$ cat src/rtl/seg7_pkg.sv
// Shared types and constants for the 4-digit 7-segment scan driver.
// The leading-zero helper is used only when SEG7_LZ_BLANK_EN is defined.
package seg7_pkg;

  localparam int NUM_DIGITS = 4;

  typedef logic [6:0] seg_code_t;
  typedef seg_code_t [NUM_DIGITS-1:0] seg_bank_t;

  localparam seg_code_t SEG_OFF   = 7'b0000000;
  localparam seg_code_t ZERO_CODE = 7'b0111111;

  // Blank leading zero digits from the most significant digit down.
  // A set decimal point or a non-zero digit ends the run; digit0 always shows.
  function automatic seg_bank_t lz_suppress(input seg_bank_t codes,
                                            input logic [NUM_DIGITS-1:0] dpm);
    seg_bank_t res;
    logic      scanning;
    res      = codes;
    scanning = 1'b1;
    for (int i = NUM_DIGITS - 1; i >= 1; i--) begin
      if (scanning && (codes[i] == ZERO_CODE) && !dpm[i]) begin
        res[i] = SEG_OFF;
      end else begin
        scanning = 1'b0;
      end
    end
    return res;
  endfunction

endpackage

$ cat src/rtl/seg7_scan_timer.sv
// Slot prescaler and digit index counter for the scan driver.
// Produces the current digit index, the dead-time gate and frame boundary strobes.
module seg7_scan_timer
  import seg7_pkg::*;
#(
  parameter int SCAN_DIV  = 10_000,
  parameter int BLANK_CYC = 500
) (
  input  logic       clk0,
  input  logic       reset_sw,
  output logic [1:0] idx,
  output logic       slot_active,
  output logic       frame_end,
  output logic       frame_start
);

  localparam int               CNT_W     = (SCAN_DIV > 1) ? $clog2(SCAN_DIV) : 1;
  localparam logic [CNT_W-1:0] CNT_LAST  = CNT_W'(SCAN_DIV - 1);
  localparam logic [CNT_W-1:0] CNT_BLANK = CNT_W'(BLANK_CYC);

  logic [CNT_W-1:0] cnt;
  logic             slot_end;

  assign slot_end    = (cnt == CNT_LAST);
  assign slot_active = (cnt >= CNT_BLANK);
  assign frame_end   = slot_end && (idx == 2'(NUM_DIGITS - 1));
  assign frame_start = (cnt == '0) && (idx == 2'd0);

  always_ff @(posedge clk0 or posedge reset_sw) begin
    if (reset_sw) begin
      cnt <= '0;
      idx <= 2'd0;
    end else if (slot_end) begin
      cnt <= '0;
      idx <= idx + 2'd1;
    end else begin
      cnt <= cnt + 1'b1;
    end
  end

endmodule

$ cat src/rtl/seg7_scan_driver.sv
// Time-multiplexed 4-digit 7-segment driver with dead-time and per-frame snapshot.
// Define SEG7_LZ_BLANK_EN to enable leading-zero suppression at snapshot time.
module seg7_scan_driver
  import seg7_pkg::*;
#(
  parameter int   SCAN_DIV     = 10_000,
  parameter int   BLANK_CYC    = 500,
  parameter logic LINE_ACT_LOW = 1'b1,
  parameter logic SEG_ACT_LOW  = 1'b0
) (
  input  logic                    clk0,
  input  logic                    reset_sw,
  input  logic [NUM_DIGITS*7-1:0] code_in,
  input  logic [NUM_DIGITS-1:0]   dp_mask,
  output logic [6:0]              seg,
  output logic                    dp,
  output logic [NUM_DIGITS-1:0]   line,
  output logic                    frame_tick
);

  logic [1:0]            idx;
  logic                  slot_active;
  logic                  frame_end;
  logic                  frame_start;

  seg_bank_t             shadow;
  logic [NUM_DIGITS-1:0] shadow_dp;
  seg_bank_t             snap_codes;
  // Clear until the first snapshot lands, so the first frame after reset stays dark.
  logic                  primed;

  logic                  show;
  logic [NUM_DIGITS-1:0] line_nxt;
  seg_code_t             seg_nxt;
  logic                  dp_nxt;

  seg7_scan_timer #(
    .SCAN_DIV  (SCAN_DIV),
    .BLANK_CYC (BLANK_CYC)
  ) u_timer (
    .clk0        (clk0),
    .reset_sw    (reset_sw),
    .idx         (idx),
    .slot_active (slot_active),
    .frame_end   (frame_end),
    .frame_start (frame_start)
  );

`ifdef SEG7_LZ_BLANK_EN
  assign snap_codes = lz_suppress(seg_bank_t'(code_in), dp_mask);
`else
  assign snap_codes = seg_bank_t'(code_in);
`endif

  always_comb begin
    show     = slot_active && primed;
    line_nxt = '0;
    seg_nxt  = SEG_OFF;
    dp_nxt   = 1'b0;
    if (show) begin
      line_nxt = NUM_DIGITS'(1) << idx;
      seg_nxt  = shadow[idx];
      dp_nxt   = shadow_dp[idx];
    end
  end

  always_ff @(posedge clk0 or posedge reset_sw) begin
    if (reset_sw) begin
      shadow     <= {NUM_DIGITS{SEG_OFF}};
      shadow_dp  <= '0;
      primed     <= 1'b0;
      seg        <= {7{SEG_ACT_LOW}};
      dp         <= SEG_ACT_LOW;
      line       <= {NUM_DIGITS{LINE_ACT_LOW}};
      frame_tick <= 1'b0;
    end else begin
      if (frame_end) begin
        shadow    <= snap_codes;
        shadow_dp <= dp_mask;
        primed    <= 1'b1;
      end
      frame_tick <= frame_start && primed;
      line       <= line_nxt ^ {NUM_DIGITS{LINE_ACT_LOW}};
      seg        <= seg_nxt ^ {7{SEG_ACT_LOW}};
      dp         <= dp_nxt ^ SEG_ACT_LOW;
    end
  end

endmodule
$ cat config.mk
export PLATFORM = sky130hd
export DESIGN_NAME = seg7_scan_driver
export DESIGN_NICKNAME = d
export VERILOG_FILES = /design/src/rtl/seg7_pkg.sv /design/src/rtl/seg7_scan_timer.sv /design/src/rtl/seg7_scan_driver.sv
export SDC_FILE = /design/constraint.sdc
export NUM_CORES = 1
export LEC_CHECK = 0
export ABC_CLOCK_PERIOD_IN_PS = 2250
export CORE_MARGIN = 4
export CORE_UTILIZATION = 52
export CTS_CLUSTER_DIAMETER = 200
export DETAILED_ROUTE_END_ITERATION = 7
export PLACE_DENSITY = 0.9
export SYNTH_ARGS = -nofsm -noshare
export SYNTH_HDL_FRONTEND = slang
export SYNTH_SLANG_ARGS = --single-unit
$ cat constraint.sdc
create_clock -name clk0 -period 2.25 [get_ports clk0]
set_input_delay 0.225 -clock clk0 [delete_from_list [all_inputs] [get_ports clk0]]
set_output_delay 0.225 -clock clk0 [all_outputs]
set_load 0.005 [all_outputs]
**Word-level counts from Yosys, hierarchy flattened**

Cells that the tools add are included.

- Bits in registers: 62
- Input port bits: 34
- Word-level logic and storage cells: 34

- $add $sub $neg: 2
- Order comparisons: 2
- Eq/ne operators: 2
- Shift-type cells: 1
- Multiplexer cells: 8
- Bitwise logic cells: 1
- Reduce and logical (&&, ||, !) cells: 6

Operator list:

| kind | number |
|---|---|
| 14-bit by 1-bit adder with 14-bit output, second input constant | 1 |
| 7-bit binary-select mux with 2-bit select | 1 |
| 14-bit == test, second input constant | 1 |
| 14-bit by 9-bit greater-or-equal comparator with 1-bit output, second input constant | 1 |
| 14-bit zero test | 1 |
| 14-bit 2-to-1 mux | 1 |
| 7-bit 2-to-1 mux | 2 |
| 1-bit logical AND | 4 |
| 4-bit 2-to-1 mux | 1 |
| 4-bit inverter | 1 |
| 1-bit by 2-bit << shifter with 4-bit output, first input constant | 1 |
| 2-bit by 3-bit < comparator with 1-bit output, second input constant | 1 |
| 2-bit by 1-bit adder with 2-bit output, second input constant | 1 |
| 1-bit binary-select mux with 2-bit select | 1 |
| 2-bit == test, second input constant | 1 |
| 2-bit zero test | 1 |
| 1-bit 2-to-1 mux | 2 |

**Logic depth before layout (Yosys ltp)**

Gate-level depths: netlist (run 1).

- Depth in word-level cells: 4
- Gate-level depth with buffers: 6
- Mapped depth without buffers: 5

**By module**

From an unflattened synthesis (run 1), not the netlist that was laid out.

- Cells, all modules: 195
- Area total of the unflattened synthesis: 2,812.7 um^2

By module, submodules not included:

| module | instances | cells an instance | area each (um^2) | sequential area each (um^2) |
|---|---|---|---|---|
| seg7_scan_driver | 1 | 117 | 1,986.9 | 1,156.1 |
| seg7_scan_timer | 1 | 78 | 825.8 | 400.4 |

**Worst setup path after synthesis (run 1)**

No wires, ideal clock.

- Kind: register to register
- Start point: register u_timer.cnt[6]
- End point: register shadow[13] (netlist name)
- Library setup time: 125 ps
- Data arrival time: 1,894 ps
- Required time: 2,125 ps
- Slack: 231 ps
- Cell stages (with the launch flop): 6
- Path buffers: 1
- Period minus slack after synthesis: 2,019 ps
- Path through: dfrtp_1 or4_4 nor4_4 nand2_2 buf_6 mux2_4

- Cells in the longest elaborated chain, start to end: 2

RTL lines:

| element | RTL line | source |
|---|---|---|
| start: declaration | seg7_scan_timer.sv:21 | `logic [CNT_W-1:0] cnt;` |
| start signal: assignment | seg7_scan_timer.sv:37 | `cnt <= cnt + 1'b1;` |
| 14-bit == test | seg7_scan_timer.sv:24 | `assign slot_end = (cnt == CNT_LAST);` |
| 1-bit logical AND | seg7_scan_timer.sv:26 | `assign frame_end = slot_end && (idx == 2'(NUM_DIGITS - 1));` |
| end signal: assignment | seg7_scan_driver.sv:69 | `shadow <= {NUM_DIGITS{SEG_OFF}};` |
| end signal: assignment | seg7_scan_driver.sv:78 | `shadow <= snap_codes;` |
| end: declaration | seg7_scan_driver.sv:26 | `seg_bank_t shadow;` |

Every way passes these cells.
A chain may end at the register's enable or synchronous reset.

**Worst setup path in the final report (run 1)**

- Start point: register u_timer.cnt[6]
- End point: register shadow[5] (netlist name)

Same word-level chain as after synthesis.

==> results.toml, run 1 <==
[setup_path]
required_ps = 2470
critPathMaxStageDelay_ps = 570
crit_slowest_cell = "or4_4"
critPathArrivalTime_ps = 2280
critPathLaunchType = "register"
endpoint_kind = "register"
worst-path-max-fanout = 33
critPathKind = "reg -> reg"
cp_cell_sequence = "or4_4 -> nor4_4 -> nand2_2 -> buf_12 -> mux2_4"

[sta]
setup_viol = 0
fmax_mhz = 484
rsz0062_at_grt = "no"
timing.final.crit_share = 0.918
timing_hold_violations_final = 0
fin_skew_ps = 6.98
period_needed_ps = 2060
slew_viol_final = 0
tightest_slew_ps = 469
maxSlewHeadroom = 0.687
holdWs_ps = 226
tns_ps = 0

[layout]
drive_gt1_frac = 0.276
area_growth_syn_to_layout_pct = 27.5
num_antenna_cells = 0
fillers = 364
fin_nets = 285

[yosys]
yosys.area_share.adder = 0.0270
synth.area.top_cells = "dfrtp_1 52%, mux2_4 16%, mux4_2 6.5%"
synthArstFlopShare = 1.00
synth_top_family_by_area = "multiplexers"
synth_mux_area_frac = 0.233
syn_area_um2 = 2780
yosysTopAreaCell = "dfrtp_1"
yosys.area.top_type_share = 0.522
yosysMostFrequentCell = "dfrtp_1"
syn_inst = 190
synth.distinct_cells = 32
synthSimpleGateAreaFrac = 0.101
synth_xor_area_frac = 0.0346
synth.avg_cell_area_um2 = 14.6
synth_compound_area_frac = 0.0139
synth-edff-count = 0
yosysWarnings = 0
synthTopCellsByCount = "58 x dfrtp_1, 29 x mux2_4, 10 x nor2_1"
synth_flop_cell = "dfrtp_1"
ys_seq_area_frac = 0.560
synth.net_count = 230
yosys_register_bits = 62

[route]
vias = 1679
first_pass_iters = 4
first_iter_violations = 140
routedWlPerCell_um = 16.1
drt_wl_total_um = 5160
drc = 0
viasPerCell = 5.25
ant_nets = 0

[pwr]
vdd_ir_drop_max_v = 0.000440
switching_share = 0.203
p_leak_nw = 1.65
pwr-share-clk = 0.428
p_int_w = 0.00182
powerDensity_nw_per_um2 = 642
fin_total_pwr_w = 0.00228
p_switching_w = 0.000462
combinationalPowerShare = 0.061
seqPwrFrac = 0.511

[job]
max_cap_viol_count = 0

[cts]
clk_pin_slew_ps = 60
h-tree-depth = 3
clock-root-buffer = "clkbuf_8"
clock-sinks = 62
numCtsBuffers = 9
cts_max_path_buffers = 2
cts_setup_buffers = 0
ctsResizeCount = 0
clk_latency_ps = 330
cts_hold_buf = 0
cts_tree = "done"

[place]
place.gp.congestion = 0.781
io_buffers = 46
hpwl_um = 3580

[floorplan]
rows = 26
core_area_um2 = 5140
io_pins = 47
die_w_um = 81.1
initial_utilization = 0.541
dieArea_um2 = 6580
chipHeight_um = 81.1

[global_routing]
grt_use_total = 0.176
antenna_found_initial = 0
grt_pass1_vias = 1766
grt_max_degree = 34
globalRouteOverflowTotal = 0
grt_pass1_wl_um = 8360

[hold_path]
hold_path_class = "in -> async"

[status]
outcome = "finished, final reports clean"
-- per-layer routing --
layer | wire, µm | share of wire | GRT usage | up-vias
met1 | 2130 | 0.41 | 0.213 | 849
met2 | 2690 | 0.52 | 0.291 | 44
met5 | 0 | 0 | 0 | -
li1 | - | - | - | 773
met3 | 196 | 0.038 | 0.0344 | 13
met4 | 145 | 0.028 | 0.103 | 0
-- final cells by class --
cell class              instances  area (µm²)  area share
repair buffers                 52         531       0.150
clock buffers                  13         159      0.0448
multi-input cells             112        1140       0.322
inverters                       8        30.0     0.00847
flip-flops and latches         62        1560       0.439
well taps                      70        87.6      0.0247
clock inverters                 3        42.5      0.0120
-- power groups by stage --
stage	Clock (W)	Combinational, W	Sequential (W)
6_report	0.000975	0.000139	0.00116
5_1_grt	0.00106	0.000150	0.00116
4_1_cts	0.000999	0.000142	0.00116
3_5_place_dp	0	0.000141	0.00118
3_3_place_gp	0	0.000136	0.00118
2_1_floorplan	0	0.0000670	0.00117
-- layout by cell type (no fill, tap or decap), drive strengths merged, types with 7 or more instances in the layout --
| cell type | Yosys | final |
|---|---|---|
| and2 | 8 | 8 |
| mux2 | 32 | 32 |
| dfrtp | 58 | 58 |
| clkbuf | 4 | 13 |
| inv | 8 | 8 |
| nand2 | 8 | 8 |
| xnor2 | 7 | 7 |
| nor2 | 10 | 10 |
| mux4 | 8 | 8 |
| clkdlybuf4s50 | 0 | 46 |
-- logic make-up (layout without fill, tap and decap cells) --
logic type                 Yosys count  in the layout
buffers and inverters               16             76
AOI/OAI and AO/OA                    6              6
DFF                                 62             62
muxes                               40             40
and+or+nand+nor                     49             49
xor gates and xnor gates            11             11
adders and majority gates            6              6
-- worst paths after layout --
kind | slack, ps | cells after the start | from | to
max in group asynchronous | 1400 | 3 | reset_sw | line[0]
hold / removal | 230 | 2 | reset_sw | shadow_dp[0]
setup / recovery | 190 | 5 | u_timer.cnt[6] | shadow[5]
hold reg to reg | 510 | 1 | shadow_dp[3] | shadow_dp[3]
setup reg to reg | 190 | 5 | u_timer.cnt[6] | shadow[5]
min in group clk0 | 500 | 2 | code_in[12] | shadow[12]
-- state kept, by name, summed over array words and instances, names as in the netlist --
signal and count:
frame_tick 1, dp 1, u_timer.cnt 14, shadow 28, shadow_dp 4, line 4
primed 1, u_timer.idx 2, seg 7
-- worst max-delay path, delay by kind of cell, from the launching register on --
family                 cells  cell delay [ps]
multiplexers               1              320
buffers and inverters      1              190
flip-flops                 1              420
AND/OR/NAND/NOR            3              990
-- stage by stage --
step | std cells | setup slack [ps] | cell area (µm²) | util
after detailed placement | 304 | 202 | 3350 | 0.651
final | 320 | 185 | 3550 | 0.690
after global placement | 304 | 237 | 3350 | 0.651
after floorplan | 190 | 231 | 2780 | -
after CTS | 320 | 190 | 3550 | 0.690
after global routing | 320 | 93.0 | 3550 | 0.690
Power figures use the tool's default switching activity.
==> run 2, diff against run 1 <==
--- a/config.mk
+++ b/config.mk
@@ -5,10 +5,10 @@
 export SDC_FILE = /design/constraint.sdc
 export NUM_CORES = 1
 export LEC_CHECK = 0
-export ABC_CLOCK_PERIOD_IN_PS = 2250
+export ABC_CLOCK_PERIOD_IN_PS = 2050
 export CORE_MARGIN = 4
 export CORE_UTILIZATION = 52
-export CTS_CLUSTER_DIAMETER = 200
+export CTS_CLUSTER_DIAMETER = 80
 export DETAILED_ROUTE_END_ITERATION = 7
 export PLACE_DENSITY = 0.9
 export SYNTH_ARGS = -nofsm -noshare
==> constraint.sdc (replaced) <==
create_clock -name clk0 -period 2.05 [get_ports clk0]
set_input_delay 0.205 -clock clk0 [delete_from_list [all_inputs] [get_ports clk0]]
set_output_delay 0.205 -clock clk0 [all_outputs]
set_load 0.005 [all_outputs]
==> run 2 against run 1 <==
First-iteration DRC count decreased by 59%. Final cell count increased by 0.94%. Register-to-register slack got worse by 160 ps. Non-clock buffer count increased by 3. Worst setup slack got worse by 160 ps. Via count increased by 0.48%. Design area decreased by 0.18%. Highest routed layer unchanged.
==> results.toml, run 2 (synthesized netlist as in run 1, its figures left out) <==
[status]
outcome = "finished, final reports clean"

[layout]
multiInputGateArea_um2 = 1140
area_growth_syn_to_layout_pct = 27.3
drive_gt1_frac = 0.281
layout_common_cells = "58 x dfrtp_1, 46 x clkdlybuf4s50_1, 29 x mux2_4"
fillers = 382
num_antenna_cells = 0
ff_latch_area_um2 = 1560
final_util = 0.689
largest_register_ffs = 28
fin_area_um2 = 3540
top_regs = "shadow (28), u_timer.cnt (14), seg (7)"
largest-register = "shadow"
final_common_cell = "dfrtp_1"
fin_nets = 288

[sta]
tns_ps = 0
rsz0062_at_grt = "yes"
fin_skew_ps = 13.9
tightest_slew_ps = 475
fin_ws_ps = 29.3
fmax_mhz = 495
timing.final.crit_share = 0.986
period_needed_ps = 2020
slew_viol_final = 0
setup_viol = 0
timing_hold_violations_final = 0
maxSlewHeadroom = 0.683

[route]
first_pass_iters = 4
ant_nets = 0
drc = 0
drt_wl_total_um = 5400
first_iter_violations = 58
routedWlPerCell_um = 16.7
viasPerCell = 5.22
vias = 1687

[floorplan]
core_area_um2 = 5140
dieArea_um2 = 6580
io_pins = 47
chipHeight_um = 81.1
die_w_um = 81.1
rows = 26
initial_utilization = 0.541

[setup_path]
reg2reg_depth = 5
cp_cell_sequence = "or4_4 -> nor4_4 -> nand2_2 -> buf_12 -> mux2_4"
crit_slowest_cell = "or4_4"
cp.depth = 5
critPathLaunchType = "register"
critPathMaxStageDelay_ps = 560
critPathKind = "reg -> reg"
critPathTopFamily = "simple AND/OR/NAND/NOR gates"
critPathArrivalTime_ps = 2230
path_buf_inv = 1
endpoint_kind = "register"
required_ps = 2260
worst-path-max-fanout = 33

[cts]
clock-sinks = 62
h-tree-depth = 3
cts_tree = "done"
cts_max_path_buffers = 2
numCtsBuffers = 9
clk_pin_slew_ps = 70
clock-root-buffer = "clkbuf_8"
clk_latency_ps = 340
cts_setup_buffers = 0

[hold_path]
hold_path_class = "in -> async"

[global_routing]
use_met2 = 0.310
use_met1 = 0.223
grt_pass1_vias = 1849
antenna_found_initial = 0
use_met3 = 0.0676
grt_max_degree = 34
grt_pass1_wl_um = 9000
globalRouteOverflowTotal = 0
grt_use_total = 0.192
busiest_layer = "met2"

[place]
dp_slack_ps = 57.4
placed_cell_area_um2 = 3370
io_buffers = 46
place.gp.congestion = 0.843
hpwl_um = 3730

[pwr]
powerDensity_nw_per_um2 = 669
vdd_ir_drop_max_v = 0.000722
p_leak_nw = 1.65

[job]
max_cap_viol_count = 0
[run 2: per-layer routing]
metal	vias up	part of all wire
li1	780	-
met1	843	0.40
met2	50	0.52
met3	14	0.047
met4	0	0.029
met5	-	0
[run 2: area by class of cell]
type,count,area share
multi-input cells,112,0.322
repair buffers,55,0.156
flip-flops and latches,62,0.440
well taps,70,0.0247
clock buffers,14,0.0459
inverters,8,0.00848
clock inverters,2,0.00283
[run 2: worst register-to-register path: cells and delay by family (launching register included)]
family                 cells  cell delay (ps)
flip-flops                 1              380
multiplexers               1              340
AND/OR/NAND/NOR            3              980
buffers and inverters      1              190
[run 2: path summary, 6_finish.rpt]
kind                                      from             end  slack (ps)
worst max register to register  u_timer.cnt[6]    shadow_dp[1]          30
min in group clk0                   code_in[4]       shadow[4]         480
worst min-delay path                  reset_sw  u_timer.cnt[3]         200
worst min register to register    shadow_dp[2]    shadow_dp[2]         510
max in group asynchronous             reset_sw    shadow_dp[1]        1250
worst max-delay path            u_timer.cnt[6]    shadow_dp[1]          30
[run 2: power breakdown]
part	switching, W	leakage (nW)	internal (W)	total (W)
clock	0.000439	0.0905	0.000502	0.000941
sequential	0.0000193	0.764	0.00126	0.00128
combinational	0.0000432	0.799	0.000109	0.000152
[run 2: repair_timing]
| item | in CTS | in global routing |
|---|---|---|
| setup endpoints to repair | 0 | 4 |
| hold buffers | 0 | 0 |
| gates resized for setup | 0 | 0 |
[run 2: stage by stage]
step           instances  power, W  hold WS (ps)
2_1_floorplan        190   0.00136           354
3_3_place_gp         307   0.00144           482
3_5_place_dp         307   0.00145           490
4_1_cts              323   0.00240           199
5_1_grt              323   0.00247           227
6_report             323   0.00237           199
==> run 3, diff against run 2 <==
--- a/config.mk
+++ b/config.mk
@@ -6,11 +6,13 @@
 export NUM_CORES = 1
 export LEC_CHECK = 0
 export ABC_CLOCK_PERIOD_IN_PS = 2050
+export CELL_PAD_IN_SITES_DETAIL_PLACEMENT = 0
+export CELL_PAD_IN_SITES_GLOBAL_PLACEMENT = 1
 export CORE_MARGIN = 4
-export CORE_UTILIZATION = 52
+export CORE_UTILIZATION = 43
 export CTS_CLUSTER_DIAMETER = 80
 export DETAILED_ROUTE_END_ITERATION = 7
-export PLACE_DENSITY = 0.9
+export PLACE_DENSITY = 0.91
 export SYNTH_ARGS = -nofsm -noshare
 export SYNTH_HDL_FRONTEND = slang
 export SYNTH_SLANG_ARGS = --single-unit
==> run 3 against run 2 <==
Sequential cell count is the same. Via count shrank 2.4%. Worst setup slack gained 6.2 ps. Final cell count grew 1.9%. Clock power grew 30%. Count of clock-buffer cells in the layout shrank 5. Worst hold slack gained 36 ps. Total power grew 12%. Critical path type unchanged. Critical endpoint is now shadow[22]. Largest cell class unchanged. Largest power group unchanged.
==> results.toml, run 3 (synthesized netlist as in run 1, its figures left out) <==
[job]
max_cap_viol_count = 0

[cts]
cts_max_path_buffers = 2
cts_hold_buf = 0
clock-root-buffer = "clkbuf_8"
cts_setup_buffers = 0
clk_pin_slew_ps = 70
h-tree-depth = 3
numCtsBuffers = 9
cts_tree = "done"
clock-sinks = 62
clk_latency_ps = 350
ctsResizeCount = 0

[setup_path]
rr_startpoint = "u_timer.cnt[6]"
required_ps = 2290
reg2reg_depth = 5
critPathLaunchType = "register"
worst-path-max-fanout = 33
critPathTopFamily = "simple AND/OR/NAND/NOR gates"
endpoint_kind = "register"
reg2reg_slack_ps = 40
crit_slowest_cell = "or4_4"
crit_start = "u_timer.cnt[6]"
cp_cell_sequence = "or4_4 -> nor4_4 -> nand2_2 -> buf_12 -> mux2_4"
critPathKind = "reg -> reg"
r2r_end = "shadow[22]"
critPathArrivalTime_ps = 2250
critPathMaxStageDelay_ps = 550
path_buf_inv = 1

[global_routing]
antenna_found_initial = 0
grt_pass1_wl_um = 8400
grt_max_degree = 63
globalRouteOverflowTotal = 0
grt_use_total = 0.146
grt_pass1_vias = 1725

[layout]
ff_latch_area_um2 = 1560
fin_nets = 287
layout_common_cells = "58 x dfrtp_1, 46 x clkdlybuf4s50_1, 29 x mux2_4"
largest-register = "shadow"
multiInputGateArea_um2 = 1140
area_growth_syn_to_layout_pct = 29.3
drive_gt1_frac = 0.290
fin_area_um2 = 3600
final_common_cell = "dfrtp_1"
top_regs = "shadow (28), u_timer.cnt (14), seg (7)"
final_util = 0.570
largest_register_ffs = 28
final_cells = 329
fillers = 529
num_antenna_cells = 0

[sta]
period_needed_ps = 2010
rsz0062_at_grt = "yes"
timing.final.crit_share = 0.983
timing_hold_violations_final = 0
tightest_slew_ps = 413
setup_viol = 0
maxSlewHeadroom = 0.724
fin_skew_ps = 12.6
fmax_mhz = 496
slew_viol_final = 0

[status]
outcome = "finished, final reports clean"

[route]
ant_nets = 0
drt_wl_total_um = 4900
vias = 1646
viasPerCell = 5.00
first_pass_iters = 5
drc = 0
routedWlPerCell_um = 14.9
first_iter_violations = 128

[floorplan]
dieArea_um2 = 7820
core_area_um2 = 6310
die_w_um = 88.4
chipHeight_um = 88.4
io_pins = 47
initial_utilization = 0.441
rows = 29

[place]
io_buffers = 46
dp_cells = 313
place.gp.congestion = 0.725
placed_cell_area_um2 = 3370
hpwl_um = 3410

[hold_path]
hold_path_class = "in -> async"

[pwr]
powerDensity_nw_per_um2 = 736
vdd_ir_drop_max_v = 0.000579
p_leak_nw = 1.67
[run 3: cell types whose count changed in the layout (fill, tap and decap cells not counted), sizes merged]
| cell | delta |
|---|---|
| clkbuf | -5 |
| bufinv | +2 |
| buf | -1 |
| inv | +3 |
[run 3: layout make-up]
class	count	area share
clock inverter	7	0.0289
inverter	8	0.00835
sequential	62	0.433
tap	77	0.0268
clock buffer	9	0.0344
timing repair buffer	54	0.152
multi-input combinational	112	0.317
[run 3: routing by layer]
metal  vias to the layer above  routed length (µm)  track usage
met5                         -                   0            0
met3                         8                 244       0.0605
met2                        37                2360        0.214
met1                       819                2190        0.193
li1                        782                   -            -
met4                         0                  99       0.0618
[run 3: tightest hold or removal path: stages]
cell	delay [ps]
clkdlybuf4s50_1	410
inv_2	70
buf_12	280
[run 3: metrics by stage]
step                      total power (W)  hold slack [ps]  setup WS [ps]  setup TNS [ps]
after floorplan                   0.00136              354           30.8               0
after global placement            0.00144              482           95.2               0
after detailed placement          0.00145              496           40.0               0
after CTS                         0.00268              239           31.7               0
after global routing              0.00275              279          -50.5           -1140
final                             0.00265              235           35.5               0
[run 3: worst max path at each step]
stage | endpoint | cells past startpoint
after floorplan | shadow[13] | 5
after global placement | shadow[12] | 5
after detailed placement | shadow[0] | 5
after CTS | shadow_dp[0] | 5
after global routing | shadow[20] | 5
final | shadow[22] | 5
[run 3: power breakdown]
| part | leakage [nW] | internal [W] | switching (W) |
|---|---|---|---|
| registers | 0.764 | 0.00126 | 0.0000192 |
| logic | 0.794 | 0.000108 | 0.0000417 |
| clock network | 0.115 | 0.000701 | 0.000521 |
